<file path="config.mk">
export PLATFORM = sky130hd
export DESIGN_NAME = fft_output_reorder_flat
export DESIGN_NICKNAME = d
export VERILOG_FILES = /design/src/rtl/fft_output_reorder_pkg.sv /design/src/rtl/fft_output_reorder_if.sv /design/src/rtl/fft_output_reorder_bank.sv /design/src/rtl/fft_output_reorder.sv /design/src/flat_wrapper.sv
export SDC_FILE = /design/constraint.sdc
export NUM_CORES = 1
export LEC_CHECK = 0
export CAP_MARGIN = 0
export CORE_AREA = 2 2 284 286
export DETAILED_ROUTE_END_ITERATION = 10
export DIE_AREA = 0 0 286 288
export GPL_TIMING_DRIVEN = 0
export MAX_ROUTING_LAYER = met4
export PLACE_DENSITY_LB_ADDON = 0.2
export SLEW_MARGIN = 20
export SYNTH_ARGS = -nofsm -noshare
export SYNTH_HDL_FRONTEND = slang
export SYNTH_SLANG_ARGS = --single-unit
</file>
<file path="constraint.sdc">
create_clock -name clk -period 7.5 [get_ports clk]
set_clock_uncertainty 0.05 [all_clocks]
set_input_delay 2.25 -clock clk [delete_from_list [all_inputs] [get_ports clk]]
set_output_delay 2.25 -clock clk [all_outputs]
set_load 0.05 [all_outputs]
</file>
<file path="src/rtl/fft_output_reorder_pkg.sv">
// Shared constants, sample type and bit-reversal helper for the 16-point FFT
// output reorder path.
package fft_pkg;

  localparam int unsigned DW    = 32;
  localparam int unsigned N     = 16;
  localparam int unsigned LOG2N = 4;
  localparam int unsigned PAIRS = N / 2;

  typedef struct packed {
    logic [15:0] re;
    logic [15:0] im;
  } sample_t;

  function automatic logic [LOG2N-1:0] bitrev4(input logic [LOG2N-1:0] x);
    return {x[0], x[1], x[2], x[3]};
  endfunction

endpackage

</file>
<file path="src/rtl/fft_output_reorder_if.sv">
// Handshake bundle for fft_output_reorder.
//   in_valid/in_ready/in_pair/in_d0/in_d1 : butterfly pair input
//   out_valid/out_ready/out_data/out_idx/out_last : natural-order stream
//   dup_err : pulse on a repeated pair index within one frame
// slave = the reorder block, master = its environment.
interface fft_output_reorder_if;
  import fft_pkg::*;

  logic                 in_valid;
  logic                 in_ready;
  logic [2:0]           in_pair;
  logic [DW-1:0]        in_d0;
  logic [DW-1:0]        in_d1;
  logic                 out_valid;
  logic                 out_ready;
  logic [DW-1:0]        out_data;
  logic [LOG2N-1:0]     out_idx;
  logic                 out_last;
  logic                 dup_err;

  modport slave (
    input  in_valid, in_pair, in_d0, in_d1, out_ready,
    output in_ready, out_valid, out_data, out_idx, out_last, dup_err
  );

  modport master (
    output in_valid, in_pair, in_d0, in_d1, out_ready,
    input  in_ready, out_valid, out_data, out_idx, out_last, dup_err
  );

endinterface

</file>
<file path="src/rtl/fft_output_reorder_bank.sv">
// One 16-sample frame bank: two-address write (a whole butterfly pair per
// cycle) and one combinational read port.
//   clk      : clock
//   we       : write both addresses this edge
//   wa0/wd0  : first write address/data
//   wa1/wd1  : second write address/data
//   ra/rd    : read address / combinational read data
module fft_reorder_bank
  import fft_pkg::*;
(
  input  logic             clk,
  input  logic             we,
  input  logic [LOG2N-1:0] wa0,
  input  logic [LOG2N-1:0] wa1,
  input  sample_t          wd0,
  input  sample_t          wd1,
  input  logic [LOG2N-1:0] ra,
  output sample_t          rd
);

  sample_t mem [N];

  always_ff @(posedge clk) begin
    if (we) begin
      mem[wa0] <= wd0;
      mem[wa1] <= wd1;
    end
  end

  assign rd = mem[ra];

endmodule

</file>
<file path="src/rtl/fft_output_reorder.sv">
// Collects the eight final-stage butterfly pairs of a 16-point FFT (bit-
// reversed positions, any pair order) into a ping-pong frame buffer and
// streams each frame out in natural order X[0]..X[15].
//   clk  : clock, rising edge
//   rst  : synchronous, active-low reset
//   bus  : pair input, natural-order output stream and dup_err (slave side)
module fft_output_reorder
  import fft_pkg::*;
(
  input  logic                clk,
  input  logic                rst,
  fft_output_reorder_if.slave bus
);

  logic             wr_bank;
  logic             rd_bank;
  logic [1:0]       full;
  logic [PAIRS-1:0] pair_mask;
  logic [LOG2N-1:0] rd_cnt;
  logic             dup_err_q;

  logic             accept;
  logic             complete;
  logic             rd_fire;
  logic             rd_done;
  logic [PAIRS-1:0] mask_set;
  logic [LOG2N-1:0] wa0;
  logic [LOG2N-1:0] wa1;
  logic [1:0]       we;
  sample_t          rd_data [2];

  always_comb begin
    accept   = bus.in_valid & ~full[wr_bank];
    mask_set = pair_mask | (PAIRS'(1) << bus.in_pair);
    complete = accept & (&mask_set);
    rd_fire  = full[rd_bank] & bus.out_ready;
    rd_done  = rd_fire & (rd_cnt == LOG2N'(N - 1));
    // Position 2k has bit 0 clear, so its reversed index has bit 3 clear
    // and the partner position 2k+1 lands exactly 8 entries higher.
    wa0      = bitrev4({bus.in_pair, 1'b0});
    wa1      = {1'b1, wa0[2:0]};
    // Writes are held off during reset so a frame never starts there.
    we[0]    = accept & rst & ~wr_bank;
    we[1]    = accept & rst & wr_bank;
  end

  for (genvar b = 0; b < 2; b++) begin : g_bank
    fft_reorder_bank u_bank (
      .clk (clk),
      .we  (we[b]),
      .wa0 (wa0),
      .wa1 (wa1),
      .wd0 (bus.in_d0),
      .wd1 (bus.in_d1),
      .ra  (rd_cnt),
      .rd  (rd_data[b])
    );
  end

  always_ff @(posedge clk) begin
    if (!rst) begin
      wr_bank   <= 1'b0;
      rd_bank   <= 1'b0;
      full      <= '0;
      pair_mask <= '0;
      rd_cnt    <= '0;
      dup_err_q <= 1'b0;
    end else begin
      dup_err_q <= accept & pair_mask[bus.in_pair];
      if (accept) begin
        if (complete) begin
          full[wr_bank] <= 1'b1;
          wr_bank       <= ~wr_bank;
          pair_mask     <= '0;
        end else begin
          pair_mask <= mask_set;
        end
      end
      // A completing write and a finishing drain always target different
      // banks, so both full-bit updates can land on the same edge.
      if (rd_fire) begin
        rd_cnt <= rd_cnt + 1'b1;
        if (rd_done) begin
          full[rd_bank] <= 1'b0;
          rd_bank       <= ~rd_bank;
        end
      end
    end
  end

  assign bus.in_ready  = ~full[wr_bank];
  assign bus.out_valid = full[rd_bank];
  assign bus.out_data  = full[rd_bank] ? rd_data[rd_bank] : '0;
  assign bus.out_idx   = rd_cnt;
  assign bus.out_last  = full[rd_bank] & (rd_cnt == LOG2N'(N - 1));
  assign bus.dup_err   = dup_err_q;

endmodule

</file>
<file path="src/flat_wrapper.sv">
// flat-port wrapper written by rule: the top's interface ports become plain ports
module fft_output_reorder_flat import fft_pkg::*;
  (clk, rst, bus_in_valid, bus_in_pair, bus_in_d0, bus_in_d1, bus_out_ready, bus_in_ready, bus_out_valid, bus_out_data, bus_out_idx, bus_out_last, bus_dup_err);
  fft_output_reorder_if bus_i ();
  input  logic clk;
  input  logic rst;
  input wire logic [$bits(bus_i.in_valid)-1:0] bus_in_valid;
  input wire logic [$bits(bus_i.in_pair)-1:0] bus_in_pair;
  input wire logic [$bits(bus_i.in_d0)-1:0] bus_in_d0;
  input wire logic [$bits(bus_i.in_d1)-1:0] bus_in_d1;
  input wire logic [$bits(bus_i.out_ready)-1:0] bus_out_ready;
  output wire logic [$bits(bus_i.in_ready)-1:0] bus_in_ready;
  output wire logic [$bits(bus_i.out_valid)-1:0] bus_out_valid;
  output wire logic [$bits(bus_i.out_data)-1:0] bus_out_data;
  output wire logic [$bits(bus_i.out_idx)-1:0] bus_out_idx;
  output wire logic [$bits(bus_i.out_last)-1:0] bus_out_last;
  output wire logic [$bits(bus_i.dup_err)-1:0] bus_dup_err;
  assign bus_i.in_valid = bus_in_valid;
  assign bus_i.in_pair = bus_in_pair;
  assign bus_i.in_d0 = bus_in_d0;
  assign bus_i.in_d1 = bus_in_d1;
  assign bus_i.out_ready = bus_out_ready;
  assign bus_in_ready = bus_i.in_ready;
  assign bus_out_valid = bus_i.out_valid;
  assign bus_out_data = bus_i.out_data;
  assign bus_out_idx = bus_i.out_idx;
  assign bus_out_last = bus_i.out_last;
  assign bus_dup_err = bus_i.dup_err;
  fft_output_reorder u_core (.clk(clk), .rst(rst), .bus(bus_i));
endmodule
</file>
==> impl_metrics.tcl <==
set metrics [dict create \
    outcome "finished, final reports clean" \
    grt_max_degree 21 \
    holdBufCountCts 0 \
    coreArea_sq_um 79600 \
    cts_setup_buffers 0 \
    grtUsageTotal_pct 24.9 \
    grt_pass1_vias 20100 \
    crit_path_end "bus_out_data[30]" \
    peakVddDrop_uv 185 \
    r2r_cells 10 \
    seq_area_sq_um 31200 \
    yosysWarnings 0 \
    combinationalPowerShare_pct 1.5 \
    fillerInstances 5606 \
    antenna_left 0 \
    place_congestion 0.771 \
    hold_path.class "flip-flop to flip-flop" \
    seq_power_share_pct 53.5 \
    r2r_setup_slack_ns 3.96 \
    setup_viol 0 \
    p_clk_share_pct 45.0 \
    slowest_delay_ns 0.92 \
    viasPerCell 6.12 \
    die_w_microns 286 \
    fin_tns_setup_ns 0 \
    cpMaxStageDelayCell "clkdlybuf4s50_1" \
    rsz0062_at_grt "no" \
    postLayoutCellArea_sq_um 47600 \
    p_leak_nw 14.5 \
    start_kind "flip-flop" \
    vias 19300 \
    synth.distinct_cells 42 \
    power.density_nw_per_um2 253 \
    die_h_microns 288 \
    final_common_cell "edfxtp_1" \
    multi_input_area_sq_um 8490 \
    drive_gt1_share_pct 30.5 \
    wirelength_microns 97500 \
    antenna_found_initial 5 \
    grt_pass1_wl_microns 140000 \
    crit_path_end_kind "output port" \
    timing.final.crit_share_pct 95.0 \
    p_sw_share_pct 19.2 \
    place_area_sq_um 44000 \
    num-nets-final 2076 \
    synth_top_area_share_pct 76.7 \
    drv_slew 0 \
    layout_common_cells "edfxtp_1 (1,024), mux4_2 (258), clkdlybuf4s50_1 (110), clkbuf_16 (109), mux2_2 (73)" \
    synth_nets 1799 \
    maxSlewHeadroom_pct 22.9 \
    critPathRequiredTime_ns 5.20 \
    cts_num_sinks 1045 \
    initial_core_util_pct 50.4 \
    hpwl_microns 63100 \
    h-tree-depth 3 \
    drc_errors 0 \
    drt_first_iter_violations 1993 \
    ctsResizeCount 0 \
    ys_seq_area_share_pct 77.7 \
    synth_area_sq_um 40100 \
    setup.worst_path.class "flip-flop to output port" \
    cts_root_buffer "clkbuf_16" \
    ys.flop_type "edfxtp_1" \
    synth-seq-cells 1045 \
    clockBufferDepth 3 \
    area_growth_pct 18.8 \
    synth_area_leaders "edfxtp_1 (77%), mux4_2 (14%), mux2_2 (2.0%), dfxtp_1 (1.0%), o221ai_1 (0.70%)" \
    die_area_sq_um 82400 \
    clk_pin_slew_ns 0.06 \
    synth_top_cell_by_area "edfxtp_1" \
    synth-edff-count 1024 \
    crit_top_cell "clkbuf_1" \
    overflow 0 \
    dr.pass1.iters 5 \
    min_path_cells 2 \
    crit_chain "clkbuf_1 > or2_2 > clkbuf_1 > clkbuf_1 > o221ai_1 > a21oi_1 > clkdlybuf4s50_1" \
    max_freq_mhz 140 \
    async_flop_share_pct 0 \
    io_buffers 110 \
    p_sw_w 0.00232 \
    numCtsBuffers 107 \
    arrival_ns 4.83 \
    worst_pin_slew_ns 1.16 \
    clkLatencyLatePin_ns 0.67 \
    routedWlPerCell_microns 30.9 \
    rr_endpoint "u_core.g_bank[0].u_bank.mem[14][21]$_DFFE_PP_" \
    syn_inst 1727 \
    cp-startpoint "u_core.rd_bank$_SDFFE_PN0P_" \
    layout_min_cycle_time_ns 7.13 \
    syn_area_per_cell_sq_um 23.2 \
    internal_power_w 0.00975 \
    r2r-start "u_core.wr_bank$_SDFFE_PN0P_" \
    cp_max_fo 10 \
    rows 104 \
    pin_count 111 \
    hold_viol 0 \
    drv_cap 0 \
    cts_tree "done" \
]
-- worst max-delay path: cells and delay by family, from the launching register on --
family	cells	cell delay (ns)
compound gates	2	0.80
buf+inv	4	2.77
simple gates	1	0.24
flops	1	0.34
-- flip-flops by register name (all words and copies together), names as in the netlist, named ones only --
name and count:
u_core.g_bank.u_bank.mem 1024, u_core.pair_mask 8, u_core.bus.out_idx 4, u_core.full 2, u_core.bus.dup_err 1, u_core.rd_bank 1, u_core.wr_bank 1
-- kinds of logic after synthesis --
family	Yosys count	share of synthesized area, %
flip-flops	1045	77.7
buffers and inverters	100	1.41
XOR/XNOR	3	0.0655
multiplexers	358	17.2
AND/OR/NAND/NOR	102	1.22
AO/OA/AOI/OAI	118	2.36
adder cells (fa/ha/maj)	1	0.0312
-- stage by stage --
stage	setup slack [ns]	total power, W	instances	hold slack [ns]	util [%]
2_1_floorplan	1.11	0.00662	1727	0.397	-
3_3_place_gp	-2.92	0.00674	2897	0.424	53.4
3_5_place_dp	1.24	0.00676	2955	0.434	55.3
4_1_cts	0.504	0.0121	3154	0.449	59.8
5_1_grt	0.251	0.0124	3158	0.492	59.8
6_report	0.375	0.0121	3158	0.451	59.8
-- layout make-up --
cell class,instances,area share [%]
sequential,1045,65.4
multi-input combinational,582,17.8
clock buffer,126,5.86
timing repair buffer,168,5.20
tap,1060,2.78
clock inverter,73,1.70
buffer,100,1.19
antenna,4,0.0210
-- power groups by stage --
stage                      logic, W  registers [W]  clock network [W]
after global routing       0.000197        0.00645            0.00574
after CTS                  0.000183        0.00645            0.00550
final                      0.000183        0.00646            0.00543
after global placement     0.000153        0.00658                  0
after floorplan           0.0000372        0.00658                  0
after detailed placement   0.000182        0.00658                  0
-- routing by layer --
metal | share of wire (%) | vias to the layer above | global-route usage, %
met5 | 0 | - | -
met4 | 2.4 | 0 | 6.99
met3 | 7.2 | 125 | 4.45
met2 | 50 | 804 | 40.1
met1 | 40 | 10400 | 32.9
li1 | - | 8013 | -
-- how the worst min path moves through the flow --
stage,slack [ns],from,endpoint
6_report,0.45,u_core.pair_mask[0]$_SDFFE_PN0N_,u_core.pair_mask[0]$_SDFFE_PN0N_
5_1_grt,0.49,u_core.pair_mask[4]$_SDFFE_PN0N_,u_core.pair_mask[4]$_SDFFE_PN0N_
4_1_cts,0.45,u_core.pair_mask[0]$_SDFFE_PN0N_,u_core.pair_mask[0]$_SDFFE_PN0N_
3_5_place_dp,0.43,u_core.pair_mask[0]$_SDFFE_PN0N_,u_core.pair_mask[0]$_SDFFE_PN0N_
3_3_place_gp,0.42,u_core.pair_mask[0]$_SDFFE_PN0N_,u_core.pair_mask[0]$_SDFFE_PN0N_
2_1_floorplan,0.40,u_core.pair_mask[2]$_SDFFE_PN0N_,u_core.pair_mask[2]$_SDFFE_PN0N_
-- synthesized netlist by cell type, drive strengths merged, types with 2 or more instances --
cell type / n
clkbuf: 41
mux2i: 27
nand3b: 3
nor2: 49
and2: 6
buf: 59
nor3b: 4
a21boi: 2
edfxtp: 1024
a221oi: 24
nand3: 5
dfxtp: 21
nor3: 2
o21ai: 5
mux2: 73
or2: 2
a31oi: 9
o221ai: 32
nor2b: 4
or3b: 2
nand2: 17
nand2b: 2
and3b: 3
mux4: 258
a22oi: 8
a21oi: 31
xnor2: 3
No activity file was read; power rests on OpenSTA's default activity.
